<file path="config.mk">
export PLATFORM = sky130hd
export DESIGN_NAME = rf_operand_fetch
export DESIGN_NICKNAME = d
export VERILOG_FILES = /design/src/rtl/rf_operand_fetch.sv
export SDC_FILE = /design/constraint.sdc
export NUM_CORES = 1
export LEC_CHECK = 0
export CAP_MARGIN = 20
export CELL_PAD_IN_SITES_DETAIL_PLACEMENT = 0
export CELL_PAD_IN_SITES_GLOBAL_PLACEMENT = 1
export CORE_ASPECT_RATIO = 1.5
export CORE_MARGIN = 3
export CORE_UTILIZATION = 32
export CTS_BUF_LIST = sky130_fd_sc_hd__clkbuf_4
export CTS_CLUSTER_DIAMETER = 100
export DETAILED_ROUTE_END_ITERATION = 10
export MAX_ROUTING_LAYER = met4
export PLACE_DENSITY_LB_ADDON = 0.1
export SLEW_MARGIN = 10
export SYNTH_ARGS = -nofsm -noshare
export SYNTH_HDL_FRONTEND = slang
export SYNTH_HIERARCHICAL = 1
export SYNTH_SLANG_ARGS = --single-unit
</file>
<file path="constraint.sdc">
create_clock -name clk -period 3 [get_ports clk]
set_input_delay 0.45 -clock clk [delete_from_list [all_inputs] [get_ports clk]]
set_output_delay 0.45 -clock clk [all_outputs]
set_load 0.1 [all_outputs]
</file>
<file path="src/rtl/rf_operand_fetch.sv">
// ID-stage operand fetch: drives the register file read/write ports, bypasses same-cycle
// writeback, interlocks RAW/WAW hazards with a busy-bit scoreboard, and registers operands for EX.

module rf_opsel #(
  parameter int DATA_W = 32,
  parameter int ADDR_W = 5
) (
  input  logic [ADDR_W-1:0]      src,
  input  logic [DATA_W-1:0]      rdata,
  input  logic [2**ADDR_W-1:0]   busy,
  input  logic                   wb_valid,
  input  logic [ADDR_W-1:0]      wb_addr,
  input  logic [DATA_W-1:0]      wb_data,
  output logic [DATA_W-1:0]      opnd,
  output logic                   blocked
);
  logic is_r0, wb_hit;

  always_comb begin
    is_r0   = (src == '0);
    wb_hit  = wb_valid && (wb_addr == src);
    // The file write only lands at the edge, so a matching writeback must be forwarded.
    opnd    = is_r0 ? '0 : (wb_hit ? wb_data : rdata);
    blocked = !is_r0 && busy[src] && !wb_hit;
  end
endmodule

module rf_operand_fetch #(
  parameter int DATA_W = 32,
  parameter int ADDR_W = 5,
  parameter int CNT_W  = 16
) (
  input  logic              clk,
  input  logic              resetn,
  input  logic              in_valid,
  output logic              in_ready,
  input  logic [ADDR_W-1:0] in_rs1,
  input  logic [ADDR_W-1:0] in_rs2,
  input  logic [ADDR_W-1:0] in_rd,
  input  logic              in_rd_we,
  output logic [ADDR_W-1:0] raddr1,
  input  logic [DATA_W-1:0] rdata1,
  output logic [ADDR_W-1:0] raddr2,
  input  logic [DATA_W-1:0] rdata2,
  input  logic              wb_valid,
  input  logic [ADDR_W-1:0] wb_addr,
  input  logic [DATA_W-1:0] wb_data,
  output logic              we,
  output logic [ADDR_W-1:0] waddr,
  output logic [DATA_W-1:0] wdata,
  output logic              out_valid,
  input  logic              out_ready,
  output logic [DATA_W-1:0] out_src1,
  output logic [DATA_W-1:0] out_src2,
  output logic [ADDR_W-1:0] out_rd,
  output logic              out_rd_we,
  output logic [CNT_W-1:0]  stall_cnt
);
  localparam int NUM_SRC = 2;
  localparam int NREG    = 2**ADDR_W;

  typedef struct packed {
    logic [DATA_W-1:0] src1;
    logic [DATA_W-1:0] src2;
    logic [ADDR_W-1:0] rd;
    logic              rd_we;
  } opnd_t;

  logic [NUM_SRC-1:0][ADDR_W-1:0] src_addr;
  logic [NUM_SRC-1:0][DATA_W-1:0] src_rdata;
  logic [NUM_SRC-1:0][DATA_W-1:0] src_data;
  logic [NUM_SRC-1:0]             src_blk;

  logic [NREG-1:0] busy, busy_nxt;
  opnd_t           out_q;
  logic            vld_q;
  logic            rd_blk, hazard, accept;

  assign src_addr[0]  = in_rs1;
  assign src_addr[1]  = in_rs2;
  assign src_rdata[0] = rdata1;
  assign src_rdata[1] = rdata2;
  assign raddr1       = in_rs1;
  assign raddr2       = in_rs2;

  assign we    = wb_valid && (wb_addr != '0);
  assign waddr = wb_addr;
  assign wdata = wb_data;

  for (genvar g = 0; g < NUM_SRC; g++) begin : g_src
    rf_opsel #(.DATA_W(DATA_W), .ADDR_W(ADDR_W)) u_sel (
      .src     (src_addr[g]),
      .rdata   (src_rdata[g]),
      .busy    (busy),
      .wb_valid(wb_valid),
      .wb_addr (wb_addr),
      .wb_data (wb_data),
      .opnd    (src_data[g]),
      .blocked (src_blk[g])
    );
  end

  // WAW: a second writer to a still-busy destination waits unless its writeback is arriving now.
  assign rd_blk   = in_rd_we && (in_rd != '0) && busy[in_rd] &&
                    !(wb_valid && (wb_addr == in_rd));
  assign hazard   = in_valid && ((|src_blk) || rd_blk);
  assign in_ready = (!vld_q || out_ready) && !hazard;
  assign accept   = in_valid && in_ready;

  // Clear first, then set, so an issue to the register being written back keeps it busy.
  always_comb begin
    busy_nxt = busy;
    if (wb_valid) busy_nxt[wb_addr] = 1'b0;
    if (accept && in_rd_we && (in_rd != '0)) busy_nxt[in_rd] = 1'b1;
    busy_nxt[0] = 1'b0;
  end

  always_ff @(posedge clk or negedge resetn) begin
    if (!resetn) begin
      busy <= '0;
    end else begin
      busy <= busy_nxt;
    end
  end

  always_ff @(posedge clk or negedge resetn) begin
    if (!resetn) begin
      vld_q <= 1'b0;
      out_q <= '0;
    end else if (accept) begin
      vld_q       <= 1'b1;
      out_q.src1  <= src_data[0];
      out_q.src2  <= src_data[1];
      out_q.rd    <= in_rd;
      out_q.rd_we <= in_rd_we;
    end else if (out_ready) begin
      vld_q <= 1'b0;
    end
  end

  always_ff @(posedge clk or negedge resetn) begin
    if (!resetn) begin
      stall_cnt <= '0;
    end else if (in_valid && !in_ready && (stall_cnt != '1)) begin
      stall_cnt <= stall_cnt + CNT_W'(1);
    end
  end

  assign out_valid = vld_q;
  assign out_src1  = out_q.src1;
  assign out_src2  = out_q.src2;
  assign out_rd    = out_q.rd;
  assign out_rd_we = out_q.rd_we;
endmodule
</file>
Yosys cells after proc, flatten, opt, wreduce, memory -nomap -nowiden

Cells that the tools add are included.

Bits in registers: 118
Input port bits: 122
Output and inout port bits: 136
Word-level logic and storage cells: 75

$add $sub $neg: 1
$lt $le $gt $ge: 6
Eq/ne operators: 4
Multiplexer cells: 18
Bitwise logic cells: 3
Reduce and logical (&&, ||, !) cells: 36

Operators by type and width:

| cell                                                                                | number |
|---|---|
| 32-bit two-way mux                                                                  | 6 |
| 32-bit AND                                                                          | 1 |
| 32-bit inverter                                                                     | 1 |
| 32-bit OR                                                                           | 1 |
| 5-bit by 6-bit less-than comparator with 1-bit output, second input constant        | 4 |
| 1-bit logical AND                                                                   | 20 |
| 16-bit by 1-bit adder with 16-bit output, second input constant                     | 1 |
| 16-bit inequality test, second input constant                                       | 1 |
| 1-bit binary-select mux with 5-bit select                                           | 3 |
| 5-bit equality test                                                                 | 3 |
| 1-bit demux with 5-bit select                                                       | 2 |
| 5-bit by 1-bit greater-or-equal comparator with 1-bit output, second input constant | 2 |
| 5-bit logical NOT                                                                   | 2 |
| 5-bit nonzero test                                                                  | 2 |
| 1-bit logical NOT                                                                   | 8 |
| 1-bit two-way mux                                                                   | 7 |
| 1-bit logical OR                                                                    | 2 |
| 2-bit nonzero test                                                                  | 1 |
| 2-bit OR reduction                                                                  | 1 |

Depth between registers and ports, before layout

Gate-level depths: netlist of the first run.

Depth after elaboration: 13
Gate-level depth with buffers: 13
Depth with buffers taken out: 10

Cells and area by module

Netlist of the first run, hierarchy kept.

Modules (own cells, without submodules):

| module           | instances | cells each | area an instance (µm²) | sequential area each (µm²) |
|---|---|---|---|---|
| rf_operand_fetch | 1         | 441        | 5442.7                 | 2952.8 |
| rf_opsel         | 2         | 107        | 877.1                  | 0.0 |

Least setup slack after synthesis of the first run

Ideal clock, no wire load.

Path kind: input to output
Start point: input port in_rs2[0]
End point: output port in_ready
Data arrival time: 3.690 ns
Required time: 2.550 ns
Slack: -1.140 ns
Cell stages on the path: 7
Buffers on the path: 1
Path through: buf_6 mux4_1 mux2_2 or3_1 and3_1 or3_1 o22ai_1

Longest elaborated chain between the ends: 9
Elaborated cells on any way between the ends: 14
Those cells by class: eq/ne (1); mux (2); reduce/logical (11)

Ends and longest elaborated chain:

| element                                                           | line | source |
|---|---|---|
| start, declared                                                   | 38   | `input logic [ADDR_W-1:0] in_rs2,` |
| 1-bit binary-select mux with 5-bit select (tied with other cells) | 24   | `blocked = !is_r0 && busy[src] && !wb_hit;` |
| 1-bit two-way mux (not written as such) (tied with other cells)   | 24   |  |
| 1-bit logical AND or 1-bit logical NOT (tied branches)            | 24   |  |
| 1-bit logical AND *                                               | 24   |  |
| named net src_blk[1]                                              | 72   | `logic [NUM_SRC-1:0] src_blk;` |
| 2-bit OR reduction *                                              | 106  | `assign hazard = in_valid && ((\|src_blk) \|\| rd_blk);` |
| 1-bit logical OR *                                                | 106  |  |
| 1-bit logical AND *                                               | 106  |  |
| 1-bit logical NOT *                                               | 107  | `assign in_ready = (!vld_q \|\| out_ready) && !hazard;` |
| 1-bit logical AND *                                               | 107  |  |
| end, declared                                                     | 36   | `output logic in_ready,` |

The timed path passes the listed nets; every way through them passes the cells marked *. The select of a mux whose other input is x is not followed.

Worst setup path in the final report of the first run

Start point: input port in_rs2[3]
End point: output port in_ready

The elaborated chain is that of the path after synthesis.

==> reports/qor.csv, run 1 <==
stage,metric,value,unit
yosys,post-synthesis cell count,655,
clocking,H-Tree Depth,4,
sta,TNS Setup,-7780,ps
sta,Rel. slew slack,59.1,%
clocking,CTS sink count,118,
yosys,cell taking the most area after synthesis,dfrtp_1,
yosys,"Cell Area, Synth",7200,sq um
yosys,leading cell types by total area after synthesis,"dfrtp_1 41%, mux2i_1 12%, mux2_1 10%",
sta,final hold violations,0,
grt,Total Routing Usage GR,19.9,%
yosys,synthesized flop and latch total,118,
grt,global-route wire length before repair,36.2,mm
die,Die ar.,24400,sq um
drt,number of DRC markers in iteration 0,248,
yosys,Mean Syn Cell Area,11.0,sq um
final_layout,"commonest non-fill, non-tap cell in the layout",buf_4,
yosys,Ys Warns,6,
pwr,Switching Fraction,57.3,%
drt,Routed WL,24.0,mm
pwr,Combinational Power Share,59.7,%
placed_design,RD Place Congestion,0.905,
clocking,total CTS buffers,17,
grt,total grt overflow,0,
sta,Worst-Margin Slew,613,ps
sta,Slew Limit Fails,0,
die,row cnt,66,
worst_setup_path,Worst R2R Start,busy[15]$_DFF_PN0_,
yosys,asr flop ratio synth,100,%
sta,setup violators final,90,
die,Die W,128,um
pwr,overall power,8110,uW
yosys,sequential element share of the synthesized area,41.0,%
clocking,Clock Latency Late Sink,540,ps
sta,Max Fclk,293,MHz
final_layout,Layout Area Growth over Synthesis,42.5,%
pwr,switching power total,4640,uW
drt,drt pass-1 iters,4,
hold_path,Hold/Removal Path Class,input pin to async pin,
placed_design,Port Buf Inserts,257,
grt,vias in the first global route,6358,
final_layout,storage element area,2950,sq um
worst_setup_path,arrival time worst endpoint,2960,ps
outcome,outcome,"finished, violations left",
yosys,most used flip-flop cell after synthesis,dfrtp_1,
final_layout,most frequent cells in the layout,"202 x buf_4, 118 x dfrtp_1, 117 x clkdlybuf4s50_1",
worst_setup_path,Worst R2R End,out_src2[1]$_DFFE_PN0P_,
pwr,P_int,3460,uW
worst_setup_path,CP Class,input pin to primary output,
yosys,Post-synth EDFFs,0,
sta,Tmin final,3410,ps
worst_setup_path,Crit. Startpoint,in_rs2[3],
final_layout,layout cells sized above 1,30.8,%
final_layout,fill cell instance count of the final layout,2033,
yosys,top cell type's share of synthesized area,41.0,%
die,Core Footprint,21900,sq um
worst_setup_path,Critical Path Start Type,input pin,
die,die height,190,um
pwr,PwrDens,791,nW/um^2
sta,Final period util,114,%
grt,largest net degree at the start of global routing,58,
pwr,part of the power in the clock network,12.3,%
placed_design,Final HPWL DP,18.7,mm
drt,# DRC,0,
drt,Wirelength per Cell,19.8,um
clocking,CTS tree,done,
drt,DRT antenna net count,0,
worst_setup_path,Reg2Reg Depth,9,
die,Initial Util,32.9,%
final_layout,Final #Nets,1048,
grt,initial antenna violation count,2,
outcome,failing checks,negative setup slack,
drt,via-per-instance ratio,5.03,
clocking,clock tree buffer depth,2,
yosys,Netlist cell types,51,
final_layout,area of the multi-input gates,3710,sq um
drt,total number of vias,6099,
worst_setup_path,"critical path fanouts, max",7,
die,Ports,258,
sta,Worst Skew,21.0,ps
sta,Setup WS post-layout,-411,ps
clocking,Clock transition at path regs,120,ps
flow_run,max-cap viol count,0,
worst_setup_path,Worst R2R Setup Slack,-120,ps
worst_setup_path,CP endpoint kind,primary output,
clocking,CTS root buf,clkbuf_4,
pwr,worst vdd ir,0.646,mV
worst_setup_path,CP required,2550,ps
sta,unrepaired setup endpoints after global routing,true,
pwr,Sequential Power Share,28.0,%
pwr,Leak,0.00442,uW
[per-layer routing]
metal  GRT usage, %  wire (um)  vias to the layer above
li1               -          -                     2861
met1           22.1       9160                     2994
met2           35.6      12900                      212
met3           3.76       1320                       32
met4           6.58        575                        0
met5              -          0                        -
[worst max-delay path, stage by stage]
cell,delay (ps)
clkdlybuf4s50_1,570
buf_12,160
mux4_2,290
mux2_2,270
or3_1,300
and3_1,200
or3_4,390
o22ai_4,130
buf_12,190
[cell families (layout without fill, tap and decap cells)]
logic type	count (synthesis)	count (layout)	share of synthesized area (%)
other	1	4	0.0521
muxes	171	171	28.1
DFF	118	118	41.0
and+or+nand+nor	158	158	11.6
adders and majority gates	1	1	0.174
xor gates and xnor gates	30	30	3.65
AOI/OAI and AO/OA	84	84	7.04
buffers and inverters	92	374	8.36
[cell usage after synthesis, types with 4 or more instances]
cell type	instances
dfrtp_1	118
mux2i_1	85
nor2_1	72
mux2_1	66
buf_4	55
o21ai_0	42
xnor2_1	17
buf_2	16
o21ai_1	16
clkbuf_1	13
nand3_1	13
nand3b_1	13
xor2_1	13
mux4_1	12
nand2_1	11
nand4_1	9
o21ai_2	8
and3_1	6
mux2_2	6
or3_1	6
nor3_1	5
buf_6	4
inv_1	4
nor2b_1	4
[per-stage QoR]
| step | hold WS, ps | instances | instance area, sq um | utilization (%) | setup slack [ps] |
|---|---|---|---|---|---|
| floorplan | 154 | 656 | 7220 | - | -129 |
| CTS | 351 | 1209 | 10200 | 46.8 | -481 |
| global route | 370 | 1212 | 10300 | 46.9 | -524 |
| global placement | 431 | 1174 | 9940 | 45.4 | -875 |
| detailed placement | 440 | 1174 | 9940 | 45.4 | -903 |
| finish | 389 | 1212 | 10300 | 46.9 | -411 |
[power groups by stage]
stage | Combinational, uW | Sequential (uW) | Clock, uW
2_1_floorplan | 938 | 4950 | 0
3_3_place_gp | 4830 | 2290 | 0
3_5_place_dp | 4850 | 2310 | 0
4_1_cts | 4870 | 2280 | 1050
5_1_grt | 5000 | 2330 | 1120
6_report | 4840 | 2270 | 996
[registers in the layout (all words and copies together) (netlist names)]
register,cells
busy,31
out_src1,32
out_src2,32
out_valid,1
stall_cnt,16
out_rd_we,1
out_rd,5
[worst max path at each step]
stage                               endpoint
floorplan                           in_ready
global placement     out_src2[4]$_DFFE_PN0P_
detailed placement  out_src1[19]$_DFFE_PN0P_
CTS                                 in_ready
global route                        in_ready
finish                              in_ready
[final cells by class]
cell class / count / area share, %
Sequential cell: 118 / 28.8
Multi-Input combinational cell: 446 / 36.1
Inverter: 4 / 0.146
Clock buffer: 17 / 1.24
Timing Repair Buffer: 338 / 29.3
Antenna cell: 2 / 0.0488
Tap cell: 272 / 3.32
Clock inverter: 15 / 1.04
[what timing repair did]
action | 4_1_cts | 5_1_grt
gates cloned | 0 | 0
endpoints found under the hold margin | 30 | 0
pin swaps | 2 | 0
hold buffers | 1 | 0
setup endpoints to repair | 117 | 116
gates resized for setup | 12 | 5
buffers inserted | 2 | 1
Power figures use the tool's default switching activity.
==> run 2: changes to the inputs <==
--- a/config.mk
+++ b/config.mk
@@ -6,16 +6,14 @@
 export NUM_CORES = 1
 export LEC_CHECK = 0
 export CAP_MARGIN = 20
-export CELL_PAD_IN_SITES_DETAIL_PLACEMENT = 0
-export CELL_PAD_IN_SITES_GLOBAL_PLACEMENT = 1
 export CORE_ASPECT_RATIO = 1.5
 export CORE_MARGIN = 3
-export CORE_UTILIZATION = 32
+export CORE_UTILIZATION = 42
 export CTS_BUF_LIST = sky130_fd_sc_hd__clkbuf_4
 export CTS_CLUSTER_DIAMETER = 100
 export DETAILED_ROUTE_END_ITERATION = 10
 export MAX_ROUTING_LAYER = met4
-export PLACE_DENSITY_LB_ADDON = 0.1
+export PLACE_DENSITY = 0.79
 export SLEW_MARGIN = 10
 export SYNTH_ARGS = -nofsm -noshare
 export SYNTH_HDL_FRONTEND = slang
==> constraint.sdc (replaced) <==
create_clock -name clk -period 2.75 [get_ports clk]
set_input_delay 0.4125 -clock clk [delete_from_list [all_inputs] [get_ports clk]]
set_output_delay 0.4125 -clock clk [all_outputs]
set_load 0.1 [all_outputs]
==> run 2 against run 1 <==
Effect of this change: the run still ends with negative setup slack left; core utilization grew 21 points; sequential share of layout area decreased by 2.6 points; clock skew rose by 8.5 ps; die area shrank 23%; clock power rose by 29%; largest cell class unchanged.
==> reports/qor.csv, run 2 (synthesized netlist as in run 1, its figures left out) <==
stage,metric,value,unit,change
outcome,outcome,"finished, violations left",,unchanged
outcome,failing checks,negative setup slack,,unchanged
clocking,CTS tree,done,,unchanged
sta,Tmin final,3390,ps,
final_layout,Layout Cells excl Fill,1191,,"was 1,212"
grt,initial antenna violation count,2,,unchanged
placed_design,Final HPWL DP,17.3,mm,was 18.7 mm
final_layout,"commonest non-fill, non-tap cell in the layout",buf_4,,unchanged
final_layout,Layout Area Growth over Synthesis,56.9,%,was 42.5%
worst_setup_path,CP most frequent cell,or3_4,,was buf_12
final_layout,fill cell instance count of the final layout,1259,,"was 2,033"
grt,largest net degree at the start of global routing,51,,was 58
drt,drt pass-1 iters,5,,was 4
pwr,PwrDens,857,nW/um^2,was 791 nW/um^2
final_layout,Final Cell Area,11300,sq um,"was 10,300 sq um"
sta,setup violators final,119,,was 90
drt,number of DRC markers in iteration 0,392,,was 248
clocking,CTS root buf,clkbuf_4,,unchanged
die,Initial Util,42.9,%,was 32.9%
worst_setup_path,CP Class,register to primary output,,was input pin to primary output
clocking,Clock transition at path regs,140,ps,was 120 ps
clocking,total CTS buffers,17,,unchanged
sta,TNS Setup,-52000,ps,was -7780 ps
grt,vias in the first global route,7024,,"was 6,358"
drt,total number of vias,6581,,"was 6,099"
clocking,H-Tree Depth,4,,unchanged
sta,Rel. slew slack,51.3,%,was 59.1%
drt,Routed WL,25.6,mm,was 24.0 mm
drt,DRT antenna net count,0,,unchanged
worst_setup_path,Critical Path Start Type,register,,was input pin
die,Ports,258,,unchanged
grt,global-route wire length before repair,39.6,mm,was 36.2 mm
drt,via-per-instance ratio,5.53,,was 5.03
worst_setup_path,"critical path fanouts, max",3,,was 7
placed_design,placed cell area,10000,sq um,was 9940 sq um
worst_setup_path,Crit. Startpoint,busy[7]$_DFF_PN0_,,was in_rs2[3]
grt,total grt overflow,0,,unchanged
pwr,worst vdd ir,0.976,mV,was 0.646 mV
final_layout,storage element area,2950,sq um,unchanged
flow_run,max-cap viol count,0,,unchanged
final_layout,layout cells sized above 1,44.4,%,was 30.8%
sta,Max Fclk,295,MHz,
die,Core Footprint,16800,sq um,"was 21,900 sq um"
sta,unrepaired setup endpoints after global routing,true,,unchanged
sta,Final period util,123,%,
worst_setup_path,CP required,2340,ps,was 2550 ps
final_layout,area of the multi-input gates,4170,sq um,was 3710 sq um
hold_path,Hold/Removal Path Class,input pin to async pin,,unchanged
worst_setup_path,CP endpoint kind,primary output,,unchanged
placed_design,RD Place Congestion,0.979,,was 0.905
die,Die W,113,um,was 128 um
worst_setup_path,CP peak stage delay,460,ps,was 570 ps
sta,final hold violations,0,,unchanged
grt,Total Routing Usage GR,27.8,%,was 19.9%
final_layout,Final #Nets,1089,,"was 1,048"
die,die height,166,um,was 190 um
worst_setup_path,arrival time worst endpoint,2980,ps,was 2960 ps
placed_design,Placed Instances,1128,,"was 1,174"
drt,Wirelength per Cell,21.5,um,was 19.8 um
pwr,Leak,0.00507,uW,was 0.00442 uW
drt,# DRC,0,,unchanged
worst_setup_path,Worst R2R Start,busy[7]$_DFF_PN0_,,was busy[15]$_DFF_PN0_
die,row cnt,58,,was 66
sta,Setup WS post-layout,-638,ps,was -411 ps
die,Die ar.,18800,sq um,"was 24,400 sq um"
clocking,CTS sink count,118,,unchanged
worst_setup_path,CP max stage cell,mux4_2,,was clkdlybuf4s50_1
final_layout,most frequent cells in the layout,"213 x buf_4, 118 x dfrtp_1, 114 x clkdlybuf4s50_1",,"was 202 x buf_4, 118 x dfrtp_1, 117 x clkdlybuf4s50_1"
sta,Worst Skew,29.5,ps,was 21.0 ps
placed_design,Port Buf Inserts,257,,unchanged
clocking,clock tree buffer depth,2,,unchanged
sta,Slew Limit Fails,0,,unchanged
worst_setup_path,"Cell Chain, Critical Path","mux4_2, mux2_4, or3_4, and3_4, or3_4, o22ai_4, buf_12",,"was clkdlybuf4s50_1, buf_12, mux4_2, mux2_2, or3_1, and3_1, or3_4, o22ai_4, buf_12"
sta,Worst-Margin Slew,729,ps,was 613 ps
clocking,Clock Latency Late Sink,550,ps,was 540 ps
## run 2: timing repair
action,CTS,global route
endpoints found under the hold margin,36,0
pin swaps,13,15
setup buffers,19,10
resized for setup,142,37
setup endpoints to repair,118,119
hold buffers,1,0
cloned,9,2
## run 2: per-layer routing
layer	vias to the layer above	global-route usage, %	wire, um
met1	3245	31.9	9860
li1	2960	-	-
met4	0	10.8	792
met2	309	48.0	13500
met3	67	4.89	1460
met5	-	-	0
## run 2: path summary, 6_finish.rpt
kind                                             end  slack, ps  cells past startpoint
hold / removal             stall_cnt[12]$_DFFE_PN0P_        370                      2
setup reg to reg                   busy[5]$_DFF_PN0_       -540                     12
max in group asynchronous    out_src2[6]$_DFFE_PN0P_       1610                      3
setup / recovery                            in_ready       -640                      7
hold reg to reg            stall_cnt[14]$_DFFE_PN0P_        500                      1
min in group clk           stall_cnt[14]$_DFFE_PN0P_        500                      1
## run 2: layout make-up
| class | count | share of cell area [%] |
|---|---|---|
| Antenna cell | 2 | 0.0443 |
| Clock buffer | 17 | 1.13 |
| Sequential cell | 118 | 26.1 |
| Inverter | 4 | 0.133 |
| Clock inverter | 15 | 1.37 |
| Multi-Input combinational cell | 446 | 36.9 |
| Timing Repair Buffer | 379 | 32.0 |
| Tap cell | 210 | 2.33 |
## run 2: metrics by stage
stage               setup slack, ps  hold WS, ps  util, %  power [uW]
floorplan                      -304          117        -        6420
global placement               -974          423     59.9        7760
detailed placement            -1050          429     59.9        7840
CTS                            -686          348     67.1        9680
global route                   -736          361     67.4       10000
finish                         -638          366     67.4        9680
## run 2: worst max-delay path: cells and delay by family, from the launching register on
kind	cells	cell delay, ps
AO/OA/AOI/OAI	1	140
buffers and inverters	1	200
flip-flops	1	440
multiplexers	2	730
AND/OR/NAND/NOR	3	940
## run 2: power breakdown
part	switching, uW	internal [uW]	leakage, uW
Combinational	4190	1690	0.00345
Clock	741	542	0.000140
Sequential	333	2180	0.00148
Total	5270	4420	0.00507
